**config.mk**
```make
export PLATFORM = sky130hd
export DESIGN_NAME = pipeline_hazard_ctrl_flat
export DESIGN_NICKNAME = d
export VERILOG_FILES = /design/src/rtl/pipeline_hazard_ctrl_if.sv /design/src/rtl/pipeline_hazard_ctrl.sv /design/src/flat_wrapper.sv
export SDC_FILE = /design/constraint.sdc
export NUM_CORES = 1
export LEC_CHECK = 0
export BUFFER_PORTS_ARGS = -buffer_cell sky130_fd_sc_hd__clkbuf_2
export CAP_MARGIN = 20
export CORE_MARGIN = 3
export CORE_UTILIZATION = 49
export DETAILED_ROUTE_END_ITERATION = 6
export HOLD_SLACK_MARGIN = 0.02
export PLACE_DENSITY = 0.89
export SYNTH_ARGS = -nofsm -noshare
export SYNTH_HDL_FRONTEND = slang
export SYNTH_SLANG_ARGS = --single-unit
```
**constraint.sdc**
```tcl
create_clock -name Clk -period 6.5 [get_ports Clk]
set_clock_uncertainty 0.2 [all_clocks]
set_input_delay 0.975 -clock Clk [delete_from_list [all_inputs] [get_ports Clk]]
set_output_delay 0.975 -clock Clk [all_outputs]
set_load 0.02 [all_outputs]
```
**src/rtl/pipeline_hazard_ctrl_if.sv**
```systemverilog
// Hazard-control bus between the 5-stage pipeline datapath and its stall/flush sequencer.
// slave: the sequencer; master: the datapath that supplies hazard info and consumes the controls.
interface pipeline_hazard_ctrl_if #(
  parameter int CNT_W = 16
);
  logic [4:0]       ID_Rs;
  logic [4:0]       ID_Rt;
  logic             ID_UsesRs;
  logic             ID_UsesRt;
  logic             ID_Jump;
  logic             ID_EX_MemRead;
  logic             ID_EX_RegWrite;
  logic [4:0]       ID_EX_WriteReg;
  logic             ID_EX_IsMul;
  logic             EX_MEM_RegWrite;
  logic [4:0]       EX_MEM_WriteReg;
  logic             MEM_WB_RegWrite;
  logic [4:0]       MEM_WB_WriteReg;
  logic             PCSrc;
  logic             PCWrite;
  logic             IF_ID_Write;
  logic             IF_ID_Flush;
  logic             ID_EX_Write;
  logic             ID_EX_Bubble;
  logic             EX_MEM_Bubble;
  logic             MulBusy;
  logic [CNT_W-1:0] StallCount;
  logic [CNT_W-1:0] FlushCount;

  modport slave (
    input  ID_Rs, ID_Rt, ID_UsesRs, ID_UsesRt, ID_Jump,
           ID_EX_MemRead, ID_EX_RegWrite, ID_EX_WriteReg, ID_EX_IsMul,
           EX_MEM_RegWrite, EX_MEM_WriteReg, MEM_WB_RegWrite, MEM_WB_WriteReg, PCSrc,
    output PCWrite, IF_ID_Write, IF_ID_Flush, ID_EX_Write, ID_EX_Bubble, EX_MEM_Bubble,
           MulBusy, StallCount, FlushCount
  );

  modport master (
    output ID_Rs, ID_Rt, ID_UsesRs, ID_UsesRt, ID_Jump,
           ID_EX_MemRead, ID_EX_RegWrite, ID_EX_WriteReg, ID_EX_IsMul,
           EX_MEM_RegWrite, EX_MEM_WriteReg, MEM_WB_RegWrite, MEM_WB_WriteReg, PCSrc,
    input  PCWrite, IF_ID_Write, IF_ID_Flush, ID_EX_Write, ID_EX_Bubble, EX_MEM_Bubble,
           MulBusy, StallCount, FlushCount
  );
endinterface

```
**src/rtl/pipeline_hazard_ctrl.sv**
```systemverilog
// Stall/flush sequencer for the 5-stage MIPS pipeline: load-use/RAW stalls, branch/jump squash,
// multi-cycle mul hold and saturating perf counters. Define FORWARDING_EN to keep only the load-use stall.
module pipeline_hazard_ctrl #(
  parameter int MUL_CYCLES = 4,
  parameter int CNT_W      = 16
) (
  input logic                 Clk,
  input logic                 Reset,
  pipeline_hazard_ctrl_if.slave hz
);

  typedef enum logic {RUN, MUL_WAIT} state_t;

  localparam int MCW = (MUL_CYCLES > 2) ? $clog2(MUL_CYCLES - 1) : 1;
  localparam bit MUL_EN = (MUL_CYCLES >= 2);
  localparam logic [MCW-1:0] MUL_LOAD = MCW'((MUL_CYCLES >= 2) ? (MUL_CYCLES - 2) : 0);

  state_t           state, nextState;
  logic [MCW-1:0]   mulCnt, mulCntNext;
  logic [CNT_W-1:0] stallCnt, flushCnt;
  logic             pcWrite, ifIdWrite, ifIdFlush, idExWrite, idExBubble, exMemBubble;
  logic             loadUse, rawHit, dataStall;

  function automatic logic srcHit(logic [4:0] src, logic used, logic [4:0] dst);
    return used && (src != 5'd0) && (src == dst);
  endfunction

  function automatic logic [CNT_W-1:0] satInc(logic [CNT_W-1:0] v);
    return (&v) ? v : v + 1'b1;
  endfunction

  assign loadUse = hz.ID_EX_MemRead &&
                   (srcHit(hz.ID_Rs, hz.ID_UsesRs, hz.ID_EX_WriteReg) ||
                    srcHit(hz.ID_Rt, hz.ID_UsesRt, hz.ID_EX_WriteReg));

`ifdef FORWARDING_EN
  // Forwarding covers every non-load RAW case, so those inputs are deliberately ignored.
  logic unusedFwd;
  assign unusedFwd = ^{hz.ID_EX_RegWrite, hz.EX_MEM_RegWrite, hz.EX_MEM_WriteReg,
                       hz.MEM_WB_RegWrite, hz.MEM_WB_WriteReg};
  assign rawHit = 1'b0;
`else
  assign rawHit =
    (hz.ID_EX_RegWrite  && (srcHit(hz.ID_Rs, hz.ID_UsesRs, hz.ID_EX_WriteReg)  ||
                            srcHit(hz.ID_Rt, hz.ID_UsesRt, hz.ID_EX_WriteReg)))  ||
    (hz.EX_MEM_RegWrite && (srcHit(hz.ID_Rs, hz.ID_UsesRs, hz.EX_MEM_WriteReg) ||
                            srcHit(hz.ID_Rt, hz.ID_UsesRt, hz.EX_MEM_WriteReg))) ||
    (hz.MEM_WB_RegWrite && (srcHit(hz.ID_Rs, hz.ID_UsesRs, hz.MEM_WB_WriteReg) ||
                            srcHit(hz.ID_Rt, hz.ID_UsesRt, hz.MEM_WB_WriteReg)));
`endif

  assign dataStall = loadUse || rawHit;

  always_ff @(posedge Clk or negedge Reset) begin
    if (!Reset) begin
      state    <= RUN;
      mulCnt   <= '0;
      stallCnt <= '0;
      flushCnt <= '0;
    end else begin
      state  <= nextState;
      mulCnt <= mulCntNext;
      if (!pcWrite)
        stallCnt <= satInc(stallCnt);
      if (hz.PCSrc)
        flushCnt <= satInc(flushCnt);
    end
  end

  // Priority chain: reset drain, branch squash, mul sequencing, data stall, jump squash.
  always_comb begin
    nextState   = state;
    mulCntNext  = mulCnt;
    pcWrite     = 1'b1;
    ifIdWrite   = 1'b1;
    idExWrite   = 1'b1;
    ifIdFlush   = 1'b0;
    idExBubble  = 1'b0;
    exMemBubble = 1'b0;
    if (!Reset) begin
      pcWrite     = 1'b0;
      ifIdWrite   = 1'b0;
      idExWrite   = 1'b0;
      ifIdFlush   = 1'b1;
      idExBubble  = 1'b1;
      exMemBubble = 1'b1;
      nextState   = RUN;
      mulCntNext  = '0;
    end else if (hz.PCSrc) begin
      ifIdFlush   = 1'b1;
      idExBubble  = 1'b1;
      exMemBubble = 1'b1;
      nextState   = RUN;
      mulCntNext  = '0;
    end else if (MUL_EN && (state == RUN) && hz.ID_EX_IsMul) begin
      pcWrite     = 1'b0;
      ifIdWrite   = 1'b0;
      idExWrite   = 1'b0;
      exMemBubble = 1'b1;
      nextState   = MUL_WAIT;
      mulCntNext  = MUL_LOAD;
    end else if (state == MUL_WAIT) begin
      if (mulCnt != '0) begin
        pcWrite     = 1'b0;
        ifIdWrite   = 1'b0;
        idExWrite   = 1'b0;
        exMemBubble = 1'b1;
        mulCntNext  = mulCnt - MCW'(1);
      end else begin
        nextState = RUN;
      end
    end else if (dataStall) begin
      pcWrite    = 1'b0;
      ifIdWrite  = 1'b0;
      idExBubble = 1'b1;
    end else if (hz.ID_Jump) begin
      ifIdFlush = 1'b1;
    end
  end

  assign hz.PCWrite       = pcWrite;
  assign hz.IF_ID_Write   = ifIdWrite;
  assign hz.IF_ID_Flush   = ifIdFlush;
  assign hz.ID_EX_Write   = idExWrite;
  assign hz.ID_EX_Bubble  = idExBubble;
  assign hz.EX_MEM_Bubble = exMemBubble;
  assign hz.MulBusy       = Reset && (state == MUL_WAIT);
  assign hz.StallCount    = stallCnt;
  assign hz.FlushCount    = flushCnt;

endmodule

```
**src/flat_wrapper.sv**
```systemverilog
// flat-port wrapper written by rule: the top's interface ports become plain ports
module pipeline_hazard_ctrl_flat 
#(
  parameter int MUL_CYCLES = 4,
  parameter int CNT_W      = 16
)
  (Clk, Reset, hz_ID_Rs, hz_ID_Rt, hz_ID_UsesRs, hz_ID_UsesRt, hz_ID_Jump, hz_ID_EX_MemRead, hz_ID_EX_RegWrite, hz_ID_EX_WriteReg, hz_ID_EX_IsMul, hz_EX_MEM_RegWrite, hz_EX_MEM_WriteReg, hz_MEM_WB_RegWrite, hz_MEM_WB_WriteReg, hz_PCSrc, hz_PCWrite, hz_IF_ID_Write, hz_IF_ID_Flush, hz_ID_EX_Write, hz_ID_EX_Bubble, hz_EX_MEM_Bubble, hz_MulBusy, hz_StallCount, hz_FlushCount);
  pipeline_hazard_ctrl_if #(.CNT_W(CNT_W)) hz_i ();
  input logic Clk;
  input logic Reset;
  input wire logic [$bits(hz_i.ID_Rs)-1:0] hz_ID_Rs;
  input wire logic [$bits(hz_i.ID_Rt)-1:0] hz_ID_Rt;
  input wire logic [$bits(hz_i.ID_UsesRs)-1:0] hz_ID_UsesRs;
  input wire logic [$bits(hz_i.ID_UsesRt)-1:0] hz_ID_UsesRt;
  input wire logic [$bits(hz_i.ID_Jump)-1:0] hz_ID_Jump;
  input wire logic [$bits(hz_i.ID_EX_MemRead)-1:0] hz_ID_EX_MemRead;
  input wire logic [$bits(hz_i.ID_EX_RegWrite)-1:0] hz_ID_EX_RegWrite;
  input wire logic [$bits(hz_i.ID_EX_WriteReg)-1:0] hz_ID_EX_WriteReg;
  input wire logic [$bits(hz_i.ID_EX_IsMul)-1:0] hz_ID_EX_IsMul;
  input wire logic [$bits(hz_i.EX_MEM_RegWrite)-1:0] hz_EX_MEM_RegWrite;
  input wire logic [$bits(hz_i.EX_MEM_WriteReg)-1:0] hz_EX_MEM_WriteReg;
  input wire logic [$bits(hz_i.MEM_WB_RegWrite)-1:0] hz_MEM_WB_RegWrite;
  input wire logic [$bits(hz_i.MEM_WB_WriteReg)-1:0] hz_MEM_WB_WriteReg;
  input wire logic [$bits(hz_i.PCSrc)-1:0] hz_PCSrc;
  output wire logic [$bits(hz_i.PCWrite)-1:0] hz_PCWrite;
  output wire logic [$bits(hz_i.IF_ID_Write)-1:0] hz_IF_ID_Write;
  output wire logic [$bits(hz_i.IF_ID_Flush)-1:0] hz_IF_ID_Flush;
  output wire logic [$bits(hz_i.ID_EX_Write)-1:0] hz_ID_EX_Write;
  output wire logic [$bits(hz_i.ID_EX_Bubble)-1:0] hz_ID_EX_Bubble;
  output wire logic [$bits(hz_i.EX_MEM_Bubble)-1:0] hz_EX_MEM_Bubble;
  output wire logic [$bits(hz_i.MulBusy)-1:0] hz_MulBusy;
  output wire logic [$bits(hz_i.StallCount)-1:0] hz_StallCount;
  output wire logic [$bits(hz_i.FlushCount)-1:0] hz_FlushCount;
  assign hz_i.ID_Rs = hz_ID_Rs;
  assign hz_i.ID_Rt = hz_ID_Rt;
  assign hz_i.ID_UsesRs = hz_ID_UsesRs;
  assign hz_i.ID_UsesRt = hz_ID_UsesRt;
  assign hz_i.ID_Jump = hz_ID_Jump;
  assign hz_i.ID_EX_MemRead = hz_ID_EX_MemRead;
  assign hz_i.ID_EX_RegWrite = hz_ID_EX_RegWrite;
  assign hz_i.ID_EX_WriteReg = hz_ID_EX_WriteReg;
  assign hz_i.ID_EX_IsMul = hz_ID_EX_IsMul;
  assign hz_i.EX_MEM_RegWrite = hz_EX_MEM_RegWrite;
  assign hz_i.EX_MEM_WriteReg = hz_EX_MEM_WriteReg;
  assign hz_i.MEM_WB_RegWrite = hz_MEM_WB_RegWrite;
  assign hz_i.MEM_WB_WriteReg = hz_MEM_WB_WriteReg;
  assign hz_i.PCSrc = hz_PCSrc;
  assign hz_PCWrite = hz_i.PCWrite;
  assign hz_IF_ID_Write = hz_i.IF_ID_Write;
  assign hz_IF_ID_Flush = hz_i.IF_ID_Flush;
  assign hz_ID_EX_Write = hz_i.ID_EX_Write;
  assign hz_ID_EX_Bubble = hz_i.ID_EX_Bubble;
  assign hz_EX_MEM_Bubble = hz_i.EX_MEM_Bubble;
  assign hz_MulBusy = hz_i.MulBusy;
  assign hz_StallCount = hz_i.StallCount;
  assign hz_FlushCount = hz_i.FlushCount;
  pipeline_hazard_ctrl #(.MUL_CYCLES(MUL_CYCLES), .CNT_W(CNT_W)) u_core (.Clk(Clk), .Reset(Reset), .hz(hz_i));
endmodule
```
==> results of run 1 <==
metrics by stage:
| step | hold slack [ns] | cell area [um2] | utilization [%] |
|---|---|---|---|
| after floorplan | 0.3065 | 2231 | - |
| after CTS | 0.2974 | 2716 | 64.65 |
| after detailed placement | 0.2878 | 2644 | 62.92 |
| after global routing | 0.3223 | 2716 | 64.65 |
| after global placement | 0.2793 | 2644 | 62.92 |
| final | 0.2905 | 2716 | 64.65 |
area by class of cell:
class	instances	area, um2
fillers	352	1485
multi-input cells	170	1309
flip-flops and latches	35	875.8
repair buffers	75	377.9
clock buffers	6	72.57
well taps	50	62.56
inverters	5	18.77
placed cells by master (no fill, tap or decap), types with 8 or more instances in the layout:
cell / instances
xor2_1: 42
nand4_1: 8
nand2_1: 15
dfrtp_1: 35
nor2_1: 12
clkbuf_2: 74
nand3_1: 18
xnor2_1: 17
a211oi_2: 9
where the power goes:
part / total [mW] / internal, mW / switching [mW]
clock network: 0.143 / 0.0713 / 0.0722
logic: 0.316 / 0.122 / 0.194
registers: 0.368 / 0.281 / 0.0869
worst max-delay path, cell delays in order:
cell and delay [ns]:
clkbuf_2 0.13, or4_1 0.54, o21ai_1 0.20, a31oi_2 0.09
o21ai_4 0.53, and2_1 0.25, clkbuf_2 0.18
worst paths after layout:
kind,start,to
worst max-delay path,hz_ID_Rs[1],hz_PCWrite
worst min-delay path,u_core.hz.FlushCount[5],u_core.hz.FlushCount[5]
worst max register to register,u_core.hz.StallCount[0],u_core.hz.StallCount[1]
worst min register to register,u_core.hz.FlushCount[5],u_core.hz.FlushCount[5]
max in group asynchronous,Reset,u_core.hz.FlushCount[1]
min in group asynchronous,Reset,u_core.hz.FlushCount[4]
logic make-up after synthesis:
logic type               after synthesis  synth area share (%)
adder cells (fa/ha/maj)                3                 1.683
AO/OA/AOI/OAI                         29                 13.97
flip-flops                            35                 39.26
XOR/XNOR                              59                 23.16
buffers and inverters                  9                 2.075
AND/OR/NAND/NOR                       75                 17.84
multiplexers                           4                 2.019
metal layers:
metal | global-route usage, % | vias to the layer above
li1 | - | 913
met3 | 4.788 | 20
met2 | 32.68 | 79
met1 | 22.16 | 899
met5 | 0 | -
met4 | 10.26 | 0
flip-flops by register name, summed over array words and instances, names as in the netlist:
signal and cells:
u_core.mulCnt 2, u_core.hz.StallCount 16, u_core.state 1, u_core.hz.FlushCount 16
==> flow_summary.yaml, run 1 <==
place:
  place_inst: 335
  gp_congestion: 0.8963
  post-dp-hpwl_um: 4027
  dp_slack_ns: 2.433
  portBuffers: 74
logic_synthesis:
  synth_most_common_cell: "xor2_1"
  ys_warn_count: 0
  syn_area_per_cell_um2: 10.42
  ys_ff_latch: 35
  syn_area_mm2: 0.002231
  synth_top_flop_cell: "dfrtp_1"
  syn-num-nets: 253
  synth_top_area_share_pct: 39.26
  synthArstFlopShare_pct: 100.0
  yosys.area.top_type: "dfrtp_1"
  syn_inst: 214
  synth-edff-count: 0
  synth.area.top_cells: "dfrtp_1 (39%), xor2_1 (16%), xnor2_1 (6.7%)"
  synth_common_cells: "xor2_1 (42), dfrtp_1 (35), nand3_1 (18)"
  ys_seq_area_share_pct: 39.26
  synth_cell_types: 42
job:
  maxCapViolCount: 0
sta:
  final.setup.tns_ns: 0
  layout_worst_path_cycle_share_pct: 62.48
  max_freq_mhz: 246.3
  finalHoldViolCount: 0
  slew_headroom_pct: 44.62
  worst_slack_ns: 2.439
  grt_setup_unrepaired: "no"
  setup_viol: 0
  fin_crit_ns: 4.061
  maxSlewViolCount: 0
  worst_pin_slew_ns: 0.8307
worst_setup_path:
  arrival_ns: 2.89
  end_kind: "primary output"
  cp_max_fo: 16
  reg2reg_depth: 6
  required_ns: 5.32
  cp-start-kind: "primary input"
  ff2ff_setup_slack_ns: 3.86
  worstSetupPathType: "primary input to primary output"
clock_tree:
  postCtsSetupRepairBufs: 0
  h-tree-depth: 2
  cts_resized: 0
  cts_tree: "yes"
  cts_buffer_depth: 2
  cts-root-buf: "clkbuf_8"
  clk_latency_ns: 0.29
  cts.clk_slew.worst_paths_ns: 0.06
  clock-sinks: 35
  cts_hold_buf: 0
  numCtsBuffers: 5
global_routing:
  grt_pass1_wl_um: 8031
  grt_max_degree: 40
  grt-ovfl-total: 0
  track_usage_pct: 19.27
  grt_pass1_vias: 1758
  grt_antenna_before_repair: 0
route:
  antenna_left: 0
  viasPerCell: 5.604
  topRoutingLayerUsed: "met4"
  wl_per_cell_um: 14.77
  drt-initial-drc-count: 73
  finalWirelength_um: 5037
  m1WireLength_um: 2008
  dr_wl_met2_um: 2504
  wl_met3_um: 358
  num_vias: 1911
  drtPass1Iterations: 4
  route.detailed.drc: 0
floorplanning:
  core_mm2: 0.004202
  io_pins: 75
  die_w_um: 73.48
  die-area_mm2: 0.005399
  die_h_um: 73.48
  initial_core_util_pct: 53.10
  num_rows: 23
hold_path:
  hold_path_class: "register to register"
  whs_path_depth: 1
finish:
  diodes: 0
  synthToLayoutAreaGrowth_pct: 21.76
  drive_gt1_share_pct: 35.05
  finalNonFillerCells: 341
  nets: 331
power:
  power_leakage_nw: 1.237
  power_density_mw_per_mm2: 304.9
  ir_drop_mv: 0.1091
  power_mw: 0.8282
status:
  outcome: "completed"
No activity file was read; power rests on OpenSTA's default activity.
==> run 2, diff against run 1 <==
- CORE_UTILIZATION: 49 -> 46
- PLACE_DENSITY: 0.89 -> 0.88
- clock period: 6.5 -> 3.4 ns (I/O delays scaled with it)
==> flow_summary.yaml, run 2 (synthesized netlist as in run 1, its figures left out) <==
status:
  outcome: "completed"
sta:
  max_freq_mhz: 356.4
  fin_crit_ns: 2.806
  final.setup.tns_ns: 0
  hold_slack_ns: 0.07753
  slew_headroom_pct: 67.56
  finalHoldViolCount: 0
  layout_worst_path_cycle_share_pct: 82.52
  worst_pin_slew_ns: 0.4829
  grt_setup_unrepaired: "no"
  worst_slack_ns: 0.5944
  maxSlewViolCount: 0
  setup_viol: 0
worst_setup_path:
  cp_max_fo: 4
  path_depth: 8
  crit_top_cell: "clkbuf_2"
  reg2reg_depth: 7
  cpLargestDelayFamily: "compound AO/OA/AOI/OAI gates"
  cp-start-kind: "primary input"
  required_ns: 2.69
  cpMaxStageDelayCell: "nor4_1"
  crit_chain: "clkbuf_2 -> xor2_1 -> nor4_1 -> o211ai_1 -> a31oi_2 -> nor2_1 -> o31ai_1 -> clkbuf_2"
  arrival_ns: 2.10
  worstSetupPathType: "primary input to primary output"
  crit_buf_inv: 2
  end_kind: "primary output"
  critPathMaxStageDelay_ns: 0.32
power:
  power_density_mw_per_mm2: 579.3
  swShare_pct: 42.60
  power_leakage_nw: 1.252
  internal_power_mw: 0.9116
  power_frac_clock_pct: 16.9
  share_seq_of_total_power_pct: 44.3
  power_mw: 1.588
  p_comb_share_pct: 38.7
  netSwitchingPower_mw: 0.6764
  ir_drop_mv: 0.2569
place:
  dp_slack_ns: 0.5447
  post-dp-hpwl_um: 4116
  gp_congestion: 1.008
  portBuffers: 74
  place_area_mm2: 0.002669
route:
  num_vias: 1925
  antenna_left: 0
  viasPerCell: 5.564
  route.detailed.drc: 0
  drt-initial-drc-count: 57
  wl_per_cell_um: 14.56
  drtPass1Iterations: 4
  finalWirelength_um: 5038
floorplanning:
  core_mm2: 0.004504
  num_rows: 24
  die_h_um: 75.64
  die_w_um: 75.64
  die-area_mm2: 0.005721
  initial_core_util_pct: 49.53
  io_pins: 75
clock_tree:
  h-tree-depth: 2
  cts_tree: "yes"
  cts_resized: 0
  numCtsBuffers: 5
  clk_latency_ns: 0.28
  cts-root-buf: "clkbuf_8"
  clock-sinks: 35
  postCtsSetupRepairBufs: 0
  cts_buffer_depth: 2
  cts_hold_buf: 0
  cts.clk_slew.worst_paths_ns: 0.06
finish:
  drive_gt1_share_pct: 35.71
  ff_latch_area_um2: 875.8
  layout_common_cells: "clkbuf_2 (74), xor2_1 (42), dfrtp_1 (35)"
  nets: 334
  synthToLayoutAreaGrowth_pct: 22.88
  diodes: 0
  multiInputGateArea_mm2: 0.001309
  final_common_cell: "clkbuf_2"
  fin_area_mm2: 0.002741
  nFillCells: 366
global_routing:
  grt_pass1_wl_um: 8024
  grt_max_degree: 39
  grt-ovfl-total: 0
  track_usage_pct: 18.31
  grt_antenna_before_repair: 0
  grt_pass1_vias: 1843
job:
  maxCapViolCount: 0
hold_path:
  hold_path_class: "primary input to asynchronous set/reset pin"
-- run 2: worst paths after layout --
kind,to,slack (ns),startpoint
min in group Clk,u_core.hz.FlushCount[11],0.28,u_core.hz.FlushCount[11]
hold reg to reg,u_core.hz.FlushCount[11],0.28,u_core.hz.FlushCount[11]
hold / removal,u_core.hz.FlushCount[1],0.08,Reset
setup reg to reg,u_core.hz.StallCount[7],1.09,u_core.hz.StallCount[0]
max in group asynchronous,u_core.hz.FlushCount[13],2.61,Reset
setup / recovery,hz_ID_EX_Bubble,0.59,hz_ID_Rt[2]
-- run 2: power by group through the flow --
| stage | combinational, mW | sequential [mW] | clock (mW) |
|---|---|---|---|
| 2_1_floorplan | 0.254 | 0.824 | 0 |
| 3_3_place_gp | 0.598 | 0.701 | 0 |
| 3_5_place_dp | 0.622 | 0.707 | 0 |
| 4_1_cts | 0.625 | 0.702 | 0.280 |
| 5_1_grt | 0.676 | 0.727 | 0.294 |
| 6_report | 0.615 | 0.704 | 0.269 |
-- run 2: cell type report --
class	instances	area share, %
Multi-Input combinational cell	170	47.74
Inverter	5	0.6846
Tap cell	52	2.373
Sequential cell	35	31.95
Timing Repair Buffer	78	14.61
Clock buffer	6	2.647
-- run 2: through the flow --
| step | util, % | std cells |
|---|---|---|
| 2_1_floorplan | - | 214 |
| 3_3_place_gp | 59.25 | 340 |
| 3_5_place_dp | 59.25 | 340 |
| 4_1_cts | 60.86 | 346 |
| 5_1_grt | 60.86 | 346 |
| 6_report | 60.86 | 346 |
-- run 2: routing by layer --
metal  wire length (um)  vias to the layer above  track usage (%)
met3                381                       14            5.013
li1                   -                      922                -
met5                  0                        -                0
met4                110                        0            7.379
met2               2554                       85            32.31
met1               1991                      904            20.85
